**config.mk**
```make
export PLATFORM = sky130hd
export DESIGN_NAME = alu_issue_ctrl
export DESIGN_NICKNAME = d
export VERILOG_FILES = /design/src/rtl/alu_issue_ctrl.sv
export SDC_FILE = /design/constraint.sdc
export NUM_CORES = 1
export LEC_CHECK = 0
export ABC_AREA = 1
export CELL_PAD_IN_SITES_DETAIL_PLACEMENT = 0
export CELL_PAD_IN_SITES_GLOBAL_PLACEMENT = 1
export CORE_AREA = 4 4 88 98
export DETAILED_ROUTE_END_ITERATION = 7
export DIE_AREA = 0 0 92 102
export PLACE_DENSITY = 0.81
export SETUP_SLACK_MARGIN = 0.1
export SLEW_MARGIN = 40
export SYNTH_ARGS = -nofsm -noshare
export SYNTH_HDL_FRONTEND = slang
export SYNTH_SLANG_ARGS = --single-unit
```
**constraint.sdc**
```tcl
create_clock -name clk -period 2.63 [get_ports clk]
set_clock_uncertainty 0.05 [all_clocks]
set_input_delay 0.526 -clock clk [delete_from_list [all_inputs] [get_ports clk]]
set_output_delay 0.526 -clock clk [all_outputs]
set_load 0.02 [all_outputs]
```
**src/rtl/alu_issue_ctrl.sv**
```systemverilog
// alu_issue_ctrl: valid/ready command issue and response stage around a combinational alu,
// with an accumulator usable as operand A and a wrapping count of consumed responses.
module alu_issue_ctrl #(
    parameter int WIDTH     = 8,
    parameter int CNT_WIDTH = 16
) (
    input  logic                 clk,
    input  logic                 rst_n,
    input  logic                 cmd_valid,
    output logic                 cmd_ready,
    input  logic [3:0]           cmd_op,
    input  logic [WIDTH-1:0]     cmd_a,
    input  logic [WIDTH-1:0]     cmd_b,
    input  logic                 cmd_use_acc,
    output logic [WIDTH-1:0]     alu_a,
    output logic [WIDTH-1:0]     alu_b,
    output logic [3:0]           alu_op,
    input  logic [WIDTH-1:0]     alu_result,
    input  logic                 alu_zero,
    input  logic                 alu_negative,
    input  logic                 alu_carry,
    input  logic                 alu_overflow,
    output logic                 rsp_valid,
    input  logic                 rsp_ready,
    output logic [WIDTH-1:0]     rsp_result,
    output logic [3:0]           rsp_flags,
    output logic                 rsp_illegal,
    output logic [WIDTH-1:0]     acc,
    output logic [CNT_WIDTH-1:0] op_count
);
    typedef enum logic [1:0] {IDLE, EXEC, RESP} state_t;
    state_t state, state_nx;
    logic legal, clr_acc;
    assign legal   = ~alu_op[3];
    assign clr_acc = &alu_op;
    always_ff @(posedge clk or negedge rst_n) begin
        if (!rst_n) state <= IDLE;
        else        state <= state_nx;
    end
    always_comb begin
        state_nx  = state;
        cmd_ready = 1'b0;
        rsp_valid = 1'b0;
        case (state)
            IDLE: begin
                cmd_ready = 1'b1;
                state_nx  = cmd_valid ? EXEC : IDLE;
            end
            EXEC: state_nx = RESP;
            RESP: begin
                rsp_valid = 1'b1;
                state_nx  = rsp_ready ? IDLE : RESP;
            end
            default: state_nx = IDLE;
        endcase
    end
    always_ff @(posedge clk or negedge rst_n) begin
        if (!rst_n) begin
            alu_a       <= '0;
            alu_b       <= '0;
            alu_op      <= '0;
            rsp_result  <= '0;
            rsp_flags   <= '0;
            rsp_illegal <= 1'b0;
            acc         <= '0;
            op_count    <= '0;
        end else begin
            if (state == IDLE && cmd_valid) begin
                alu_op <= cmd_op;
                alu_b  <= cmd_b;
                alu_a  <= cmd_use_acc ? acc : cmd_a;
            end
            // illegal ops and CLRACC report a zero result regardless of the alu output
            if (state == EXEC) begin
                rsp_result  <= legal ? alu_result : '0;
                rsp_flags   <= legal ? {alu_zero, alu_negative, alu_carry, alu_overflow} : 4'b1000;
                rsp_illegal <= ~legal & ~clr_acc;
                if (legal)        acc <= alu_result;
                else if (clr_acc) acc <= '0;
            end
            if (state == RESP && rsp_ready) op_count <= op_count + CNT_WIDTH'(1);
        end
    end
endmodule

```
==> metrics.md, run 1 <==
| Metric | Value |
|---|---|
| Run status | completed |
| Slew of the pin with the lowest slew margin | roughly 470 ps |
| Startpoint of the most critical setup path | state[1]$_DFF_PN0_ |
| CTS Hold Buffers Added | 0 |
| Root Driver | sky130_fd_sc_hd__clkbuf_8 |
| WP data required | 2050 ps |
| Most common library cell in the layout ignoring fill and taps | sky130_fd_sc_hd__clkdlybuf4s50_1 |
| Post-synthesis instance total | 283 |
| Total iterations of the first detailed-routing run | 4 |
| Initial Utilization | 0.3292 |
| Height of the die | about 100 um |
| Global Route met1 Usage | 0.1849 |
| Initial antenna violation count | 0 |
| Average wire per standard cell | 13.04 um |
| Worst-path cell chain | inv_1, nor2_1, clkdlybuf4s50_1 |
| First DRT Iteration DRCs | 60 |
| Count of buffers inserted at the top-level ports | between 90 and 100 |
| Number of clock buffers inserted by TritonCTS | 9 |
| Sequential cell fraction of total power | 0.356 |
| Reported max-cap violation count | 0 |
| Combinational fraction of design power | 0.448 |
| Minimum clock period after layout | approximately 2200 ps |
| Maximum fanout along the worst path | 4 |
| Leading post-synthesis cells by cell area | sky130_fd_sc_hd__dfrtp_1 (58%), sky130_fd_sc_hd__nand2_1 (14%), sky130_fd_sc_hd__inv_1 (5.0%) |
| Endpoint arrival time on the critical path | 1590 ps |
| Final HPWL from detailed placement | between 4 and 5 mm |
| Origin of the critical flop-to-flop path | state[1]$_DFF_PN0_ |
| Critical path class | register to output pin |
| Area fraction of the dominant cell type after synthesis | 0.5793 |
| Peak clock frequency supported by timing | between 0.4 and 0.5 GHz |
| Proportion of register bits with asynchronous set or reset after synthesis | 1.000 |
| Total net switching power | 1.622 mW |
| Final setup margin | 461.8 ps |
| Worst slack, placed | about 730 ps |
| Via count of the routed design | about 2200 |
| Setup slack of the worst register-to-register path | about 1100 ps |
| Number of antenna-violating nets in the routed design | 0 |
| Synth unique cells | 26 |
| TritonCTS clock tree | done |
| Pin count of the biggest net entering global routing | 32 |
| Deepest clock path buffer count | 2 |
| Post-synthesis net count | between 300 and 400 |
| Internal power | between 2 and 3 mW |
| Post-layout total power | 4.247 mW |
| Max H-tree Level | 3 |
| Vias per cell | approximately 4.4 |
| Top library cells by usage in the layout, fill and taps aside | sky130_fd_sc_hd__clkdlybuf4s50_1 (94), sky130_fd_sc_hd__nand2_1 (92), sky130_fd_sc_hd__dfrtp_1 (59), sky130_fd_sc_hd__inv_1 (34), sky130_fd_sc_hd__o21ai_0 (21) |
| Pins over their slew limit | 0 |
| Largest vdd supply drop | approximately 530 uV |
| Number of filler instances in the final layout | about 800 |
| Hold violation count in the final report | 0 |
| Peak per-stage delay on the critical path | ~620 ps |
| Final setup viols | 0 |
| M2 GR Usage | 0.2404 |
| CTS resizes | 0 |
| DRT Wirelength | ~6.5 mm |
| Post-Synthesis Mean Instance Area | 9.006 um^2 |
| All-Layer GR Usage | 0.1463 |
| Register area share after synthesis | 0.5793 |
| Largest area contributor in the synthesized netlist | sky130_fd_sc_hd__dfrtp_1 |
| Buffers inserted by post-CTS timing repair | 0 |
| Hold WC Path Type | primary input to asynchronous set/reset pin |
| Die X | approximately 90 um |
| Setup repair after global routing missed its margin | false |
| Cell with the largest stage delay on the worst path | sky130_fd_sc_hd__clkdlybuf4s50_1 |
| Non-filler instance count after layout | roughly 500 |
| Startpoint Class | register |
| Clock sink total | 59 |
| Worst slew margin | 0.6862 |
| Yosys warning count | 0 |
| GRT busiest layer | met2 |
| Clock network power share | 0.196 |
| Cell count after placement | 481 |
| Static power due to leakage | 1.791 nW |
| Primary FF master, synth | sky130_fd_sc_hd__dfrtp_1 |
| Routability Congestion | approximately 0.80 |
| Nets | roughly 420 |
| Worst Reg-to-Reg Cells | 4 |
| Fraction of layout instances using a drive strength above 1 | 0.07455 |
| PwrDens | between 1000 and 1500 nW/um^2 |
| Portion of the clock cycle consumed by the worst path in the final layout | 0.8244 |
| Met3 routing resource usage after global routing | 0.04639 |
| Number of global-route vias before repair | roughly 2200 |
| Floorplan die area | 9384 um^2 |
| Grt ovf | 0 |
| Core region area | slightly below 8000 um^2 |
| Endpoint kind of the worst setup timing path | output pin |
| Layout area overhead | 50.32% |
| Accumulated negative setup slack | 0 ps |
| Count of flip-flops with a built-in enable after synthesis | 0 |
| Post-CTS clock slew at the launch and capture registers of the worst setup and hold paths | ~70 ps |
| Count of state elements after synthesis | 59 |
| Number of DRC violations after detailed routing | 0 |
| Wire length of the first global-routing pass | approximately 11 mm |
| Cell area after technology mapping | roughly 2500 um^2 |
| Floorplan row count | 34 |
| Switching power share of the total | 0.3819 |
| Destination of the worst register-to-register timing path | acc[6]$_DFFE_PN0P_ |
| Top-level I/O count | 96 |
| Clock latency at the later pin of the worst-skew pair | between 300 and 400 ps |
| Inserted Diodes | 0 |
[power by group through the flow]
stage / Combinational (mW) / Clock [mW] / Sequential [mW]
after CTS: 1.93 / 0.865 / 1.52
final: 1.90 / 0.834 / 1.51
after detailed placement: 1.93 / 0 / 1.53
after floorplan: 0.583 / 0 / 1.92
after global placement: 1.90 / 0 / 1.52
after global routing: 2.05 / 0.901 / 1.56
[area by class of cell]
class	instances	area (um^2)	area share
clock buffers	11	151.4	0.03952
clock inverters	4	50.05	0.01306
inverters	37	138.9	0.03625
multi-input cells	180	878.3	0.2293
flip-flops and latches	59	1476	0.3854
well taps	108	135.1	0.03527
repair buffers	98	1001	0.2613
[worst max path at each step]
stage	to	slack [ps]	depth (start not counted)
6_report	rsp_valid	460	3
5_1_grt	rsp_valid	320	3
4_1_cts	rsp_valid	430	3
3_5_place_dp	op_count[15]$_DFFE_PN0P_	730	6
3_3_place_gp	op_count[15]$_DFFE_PN0P_	790	6
2_1_floorplan	alu_a[0]$_DFFE_PN0P_	1140	6
[per-stage QoR]
step	cell area, um^2	util	hold slack [ps]
after CTS	3804	0.4913	219.8
after global placement	3602	0.4653	413.7
after detailed placement	3602	0.4653	413.5
final	3831	0.4948	42.89
after global routing	3831	0.4948	38.08
after floorplan	2549	-	180.4
[layer usage]
layer | vias to the layer above | routed length [um] | share of wire
li1 | 1095 | - | -
met1 | 990 | 2994 | 0.46
met2 | 69 | 3086 | 0.48
met3 | 8 | 336 | 0.052
met4 | 0 | 64 | 0.0099
met5 | - | 0 | 0
[worst max-delay path: cells and delay by family (launching register included)]
family	cells	cell delay (ps)
simple gates	1	120
flops	1	460
buf+inv	2	680
[synthesized netlist by cell type (2+ instances only)]
master                    count
sky130_fd_sc_hd__nor2_1      16
sky130_fd_sc_hd__nor3_1       4
sky130_fd_sc_hd__inv_1       34
sky130_fd_sc_hd__nand3_1      8
sky130_fd_sc_hd__inv_2        3
sky130_fd_sc_hd__xnor2_1      3
sky130_fd_sc_hd__buf_2        2
sky130_fd_sc_hd__xor2_1       7
sky130_fd_sc_hd__o22ai_1      8
sky130_fd_sc_hd__dfrtp_1     59
sky130_fd_sc_hd__o21ai_1      4
sky130_fd_sc_hd__buf_6        3
sky130_fd_sc_hd__o21ai_0     21
sky130_fd_sc_hd__nand2_1     92
sky130_fd_sc_hd__nor2_4       3
sky130_fd_sc_hd__a22o_1       3
sky130_fd_sc_hd__nand4_1      4
[registers in the layout (all words and copies together), names as in the netlist]
register	count
op_count	16
acc	8
alu_a	8
alu_b	8
rsp_result	8
alu_op	4
rsp_flags	4
state	2
rsp_illegal	1
[cell families (layout without fill, tap and decap cells)]
group	Yosys count	count (layout)	synth area share
simple gates	130	130	0.2175
flops	59	59	0.5793
compound gates	39	39	0.08788
buf+inv	44	150	0.07609
fa+ha+maj	1	1	0.004908
xor+xnor	10	10	0.03437
(Power assumes the default switching activity.)
==> inputs of run 2 (changes only) <==
Settings changed: CORE_AREA 4 4 88 98 to 4 4 91 101, DIE_AREA 0 0 92 102 to 0 0 95 105, PLACE_DENSITY 0.81 to 0.76.
Clock period 2.63 ns to 2.1 ns, I/O delays scaled along.
==> metrics.md, run 2 (synthesis gave the netlist of run 1 again) <==
| Metric | Value |
|---|---|
| Portion of the clock cycle consumed by the worst path in the final layout | 0.9205 |
| Height of the die | 105 um (was 102 um) |
| Number of flip-flops in the largest register | 16 (unchanged) |
| Pin count of the biggest net entering global routing | 29 (was 32) |
| Critical path class | register to output pin (unchanged) |
| Origin of the critical flop-to-flop path | op_count[2]$_DFFE_PN0P_ (was state[1]$_DFF_PN0_) |
| Clock latency at the later pin of the worst-skew pair | 330 ps (about the same) |
| Number of global-route vias before repair | 2201 (was 2197) |
| Worst slew margin | 0.6825 (was 0.6862) |
| Deepest clock path buffer count | 2 (unchanged) |
| TritonCTS clock tree | done (unchanged) |
| Worst Hold Launch | alu_b[2]$_DFFE_PN0P_ |
| Max H-tree Level | 3 (unchanged) |
| Cell with the largest stage delay on the worst path | sky130_fd_sc_hd__clkdlybuf4s50_1 (unchanged) |
| Family with the most delay on the worst path | buffers and inverters (unchanged) |
| Final setup viols | 0 (unchanged) |
| Count of buffers inserted at the top-level ports | 95 (unchanged) |
| Maximum fanout along the worst path | 4 (unchanged) |
| PwrDens | 1368 nW/um^2 (was 1108 nW/um^2) |
| Initial antenna violation count | 0 (unchanged) |
| Number of buffer and inverter instances along the worst setup path | 1 (was 2) |
| Layout area overhead | 48.60% (was 50.32%) |
| Static power due to leakage | 1.785 nW (was 1.791 nW) |
| Post-layout total power | 5.183 mW (was 4.247 mW) |
| Top-level I/O count | 96 (unchanged) |
| Pins over their slew limit | 0 (unchanged) |
| Root Driver | sky130_fd_sc_hd__clkbuf_8 (unchanged) |
| Top library cells by usage in the layout, fill and taps aside | sky130_fd_sc_hd__nand2_1 (92), sky130_fd_sc_hd__clkdlybuf4s50_1 (92), sky130_fd_sc_hd__dfrtp_1 (59), sky130_fd_sc_hd__inv_1 (34), sky130_fd_sc_hd__o21ai_0 (21) (was sky130_fd_sc_hd__clkdlybuf4s50_1 (94), sky130_fd_sc_hd__nand2_1 (92), sky130_fd_sc_hd__dfrtp_1 (59), sky130_fd_sc_hd__inv_1 (34), sky130_fd_sc_hd__o21ai_0 (21)) |
| Peak per-stage delay on the critical path | 670 ps (was 620 ps) |
| Setup slack of the worst register-to-register path | 600 ps (was 1130 ps) |
| Startpoint Class | register (unchanged) |
| Total iterations of the first detailed-routing run | 5 (was 4) |
| Number of cells on the worst hold path | 2 |
| Setup repair after global routing missed its margin | false (unchanged) |
| Final HPWL from detailed placement | 5.188 mm (was 4.957 mm) |
| Initial Utilization | 0.3096 (was 0.3292) |
| Hold violation count in the final report | 0 (unchanged) |
| Number of DRC violations after detailed routing | 0 (unchanged) |
| Slew of the pin with the lowest slew margin | 474.8 ps (was 469.2 ps) |
| Post-CTS clock slew at the launch and capture registers of the worst setup and hold paths | 60 ps (was 70 ps) |
| Minimum clock period after layout | 1933 ps |
| Floorplan die area | 9975 um^2 (was 9384 um^2) |
| Via count of the routed design | 2191 (was 2162) |
| Peak clock frequency supported by timing | approximately 0.52 GHz |
| Fraction of layout instances using a drive strength above 1 | 0.07179 (was 0.07455) |
| All-Layer GR Usage | 0.1442 (was 0.1463) |
| Vias per cell | 4.373 (was 4.350) |
| Floorplan row count | 35 (was 34) |
| Nets | 424 (was 423) |
| Core region area | 8233 um^2 (was 7742 um^2) |
| Worst Reg-to-Reg Cells | 4 (unchanged) |
| Clock sink total | 59 (unchanged) |
| Destination of the worst register-to-register timing path | op_count[9]$_DFFE_PN0P_ (was acc[6]$_DFFE_PN0P_) |
| Number of antenna-violating nets in the routed design | 0 (unchanged) |
| Post-route worst hold slack | 437.5 ps (was 42.89 ps) |
| Number of clock buffers inserted by TritonCTS | 9 (unchanged) |
| Accumulated negative setup slack | 0 ps (unchanged) |
| Top register by number of flip-flops | op_count (unchanged) |
| Average wire per standard cell | 13.26 um (was 13.04 um) |
| Run status | completed (unchanged) |
| Grt ovf | 0 (unchanged) |
| Largest vdd supply drop | 586.8 uV (was 526.4 uV) |
| Endpoint arrival time on the critical path | 1460 ps (was 1590 ps) |
| Routability Congestion | 0.8434 (was 0.7997) |
| WP data required | 1630 ps (was 2050 ps) |
| Wire length of the first global-routing pass | 10.98 mm (was 10.75 mm) |
| Inserted Diodes | 0 (unchanged) |
| First DRT Iteration DRCs | 56 (was 60) |
| Die X | 95 um (was 92 um) |
| Worst-path cell chain | clkdlybuf4s50_1 (was inv_1, nor2_1, clkdlybuf4s50_1) |
| Endpoint kind of the worst setup timing path | output pin (unchanged) |
| Hold WC Path Type | register to register (was primary input to asynchronous set/reset pin) |
| DRT Wirelength | 6.644 mm (was 6.482 mm) |
| Min-Delay Endpoint | alu_b[2]$_DFFE_PN0P_ |
| Reported max-cap violation count | 0 (unchanged) |
| Number of filler instances in the final layout | 860 (was 777) |
[run 2: cell count changes in the layout (fill, tap and decap cells not counted), sizes merged]
cell / delta
dlygate4sd2: +2
clkinvlp: -2
clkdlybuf4s50: -2
clkinv: +1
dlygate4sd3: +1
bufinv: -1
clkbuf: +2
[run 2: power by group]
group	leakage, nW	internal (mW)	switching [mW]
clock	0.0953	0.515	0.413
sequential	0.730	1.58	0.321
combinational	0.960	1.08	1.27
[run 2: routing by layer]
metal / share of wire / global-route usage
met5: 0 / 0
met4: 0.025 / 0.07320
met3: 0.055 / 0.04032
met2: 0.50 / 0.2322
met1: 0.42 / 0.1733
[run 2: worst reg2reg max path: stages (launching register included)]
cell	delay, ps
sky130_fd_sc_hd__dfrtp_1	430
sky130_fd_sc_hd__nand3_1	220
sky130_fd_sc_hd__nor3_1	420
sky130_fd_sc_hd__nand2_1	120
sky130_fd_sc_hd__xnor2_1	140
[run 2: metrics by stage]
stage	std cells	area, um^2	util	setup WS (ps)
6_report	501	3787	0.4600	166.9
5_1_grt	501	3787	0.4600	110.8
4_1_cts	501	3787	0.4600	140.6
3_5_place_dp	485	3601	0.4374	321.9
3_3_place_gp	485	3601	0.4374	349.9
2_1_floorplan	283	2549	-	609.4
[run 2: area by class of cell]
| class | count | area (um^2) | share of cell area |
|---|---|---|---|
| Sequential cell | 59 | 1476 | 0.3898 |
| Timing Repair Buffer | 99 | 975.9 | 0.2577 |
| Multi-Input combinational cell | 180 | 878.3 | 0.2319 |
| Clock buffer | 13 | 168.9 | 0.04460 |
| Inverter | 37 | 138.9 | 0.03667 |
| Tap cell | 111 | 138.9 | 0.03667 |
| Clock inverter | 2 | 10.01 | 0.002643 |
[run 2: how the worst max path moves through the flow]
stage	startpoint	to	slack, ps	depth (start not counted)
after CTS	alu_op[3]$_DFFE_PN0P_	alu_op[3]	140	1
after global placement	rsp_ready	op_count[15]$_DFFE_PN0P_	350	6
final	alu_op[3]$_DFFE_PN0P_	alu_op[3]	170	1
after floorplan	state[1]$_DFF_PN0_	alu_a[0]$_DFFE_PN0P_	610	6
after global routing	op_count[7]$_DFFE_PN0P_	op_count[7]	110	1
after detailed placement	rsp_ready	op_count[7]$_DFFE_PN0P_	320	6
[run 2: timing repair]
| item | 4_1_cts | 5_1_grt |
|---|---|---|
| endpoints found under the hold margin | 14 | 0 |
| setup endpoints to repair | 2 | 0 |
| buffers inserted | 0 | 0 |
| hold buffers | 1 | 0 |
| resized for setup | 2 | 0 |
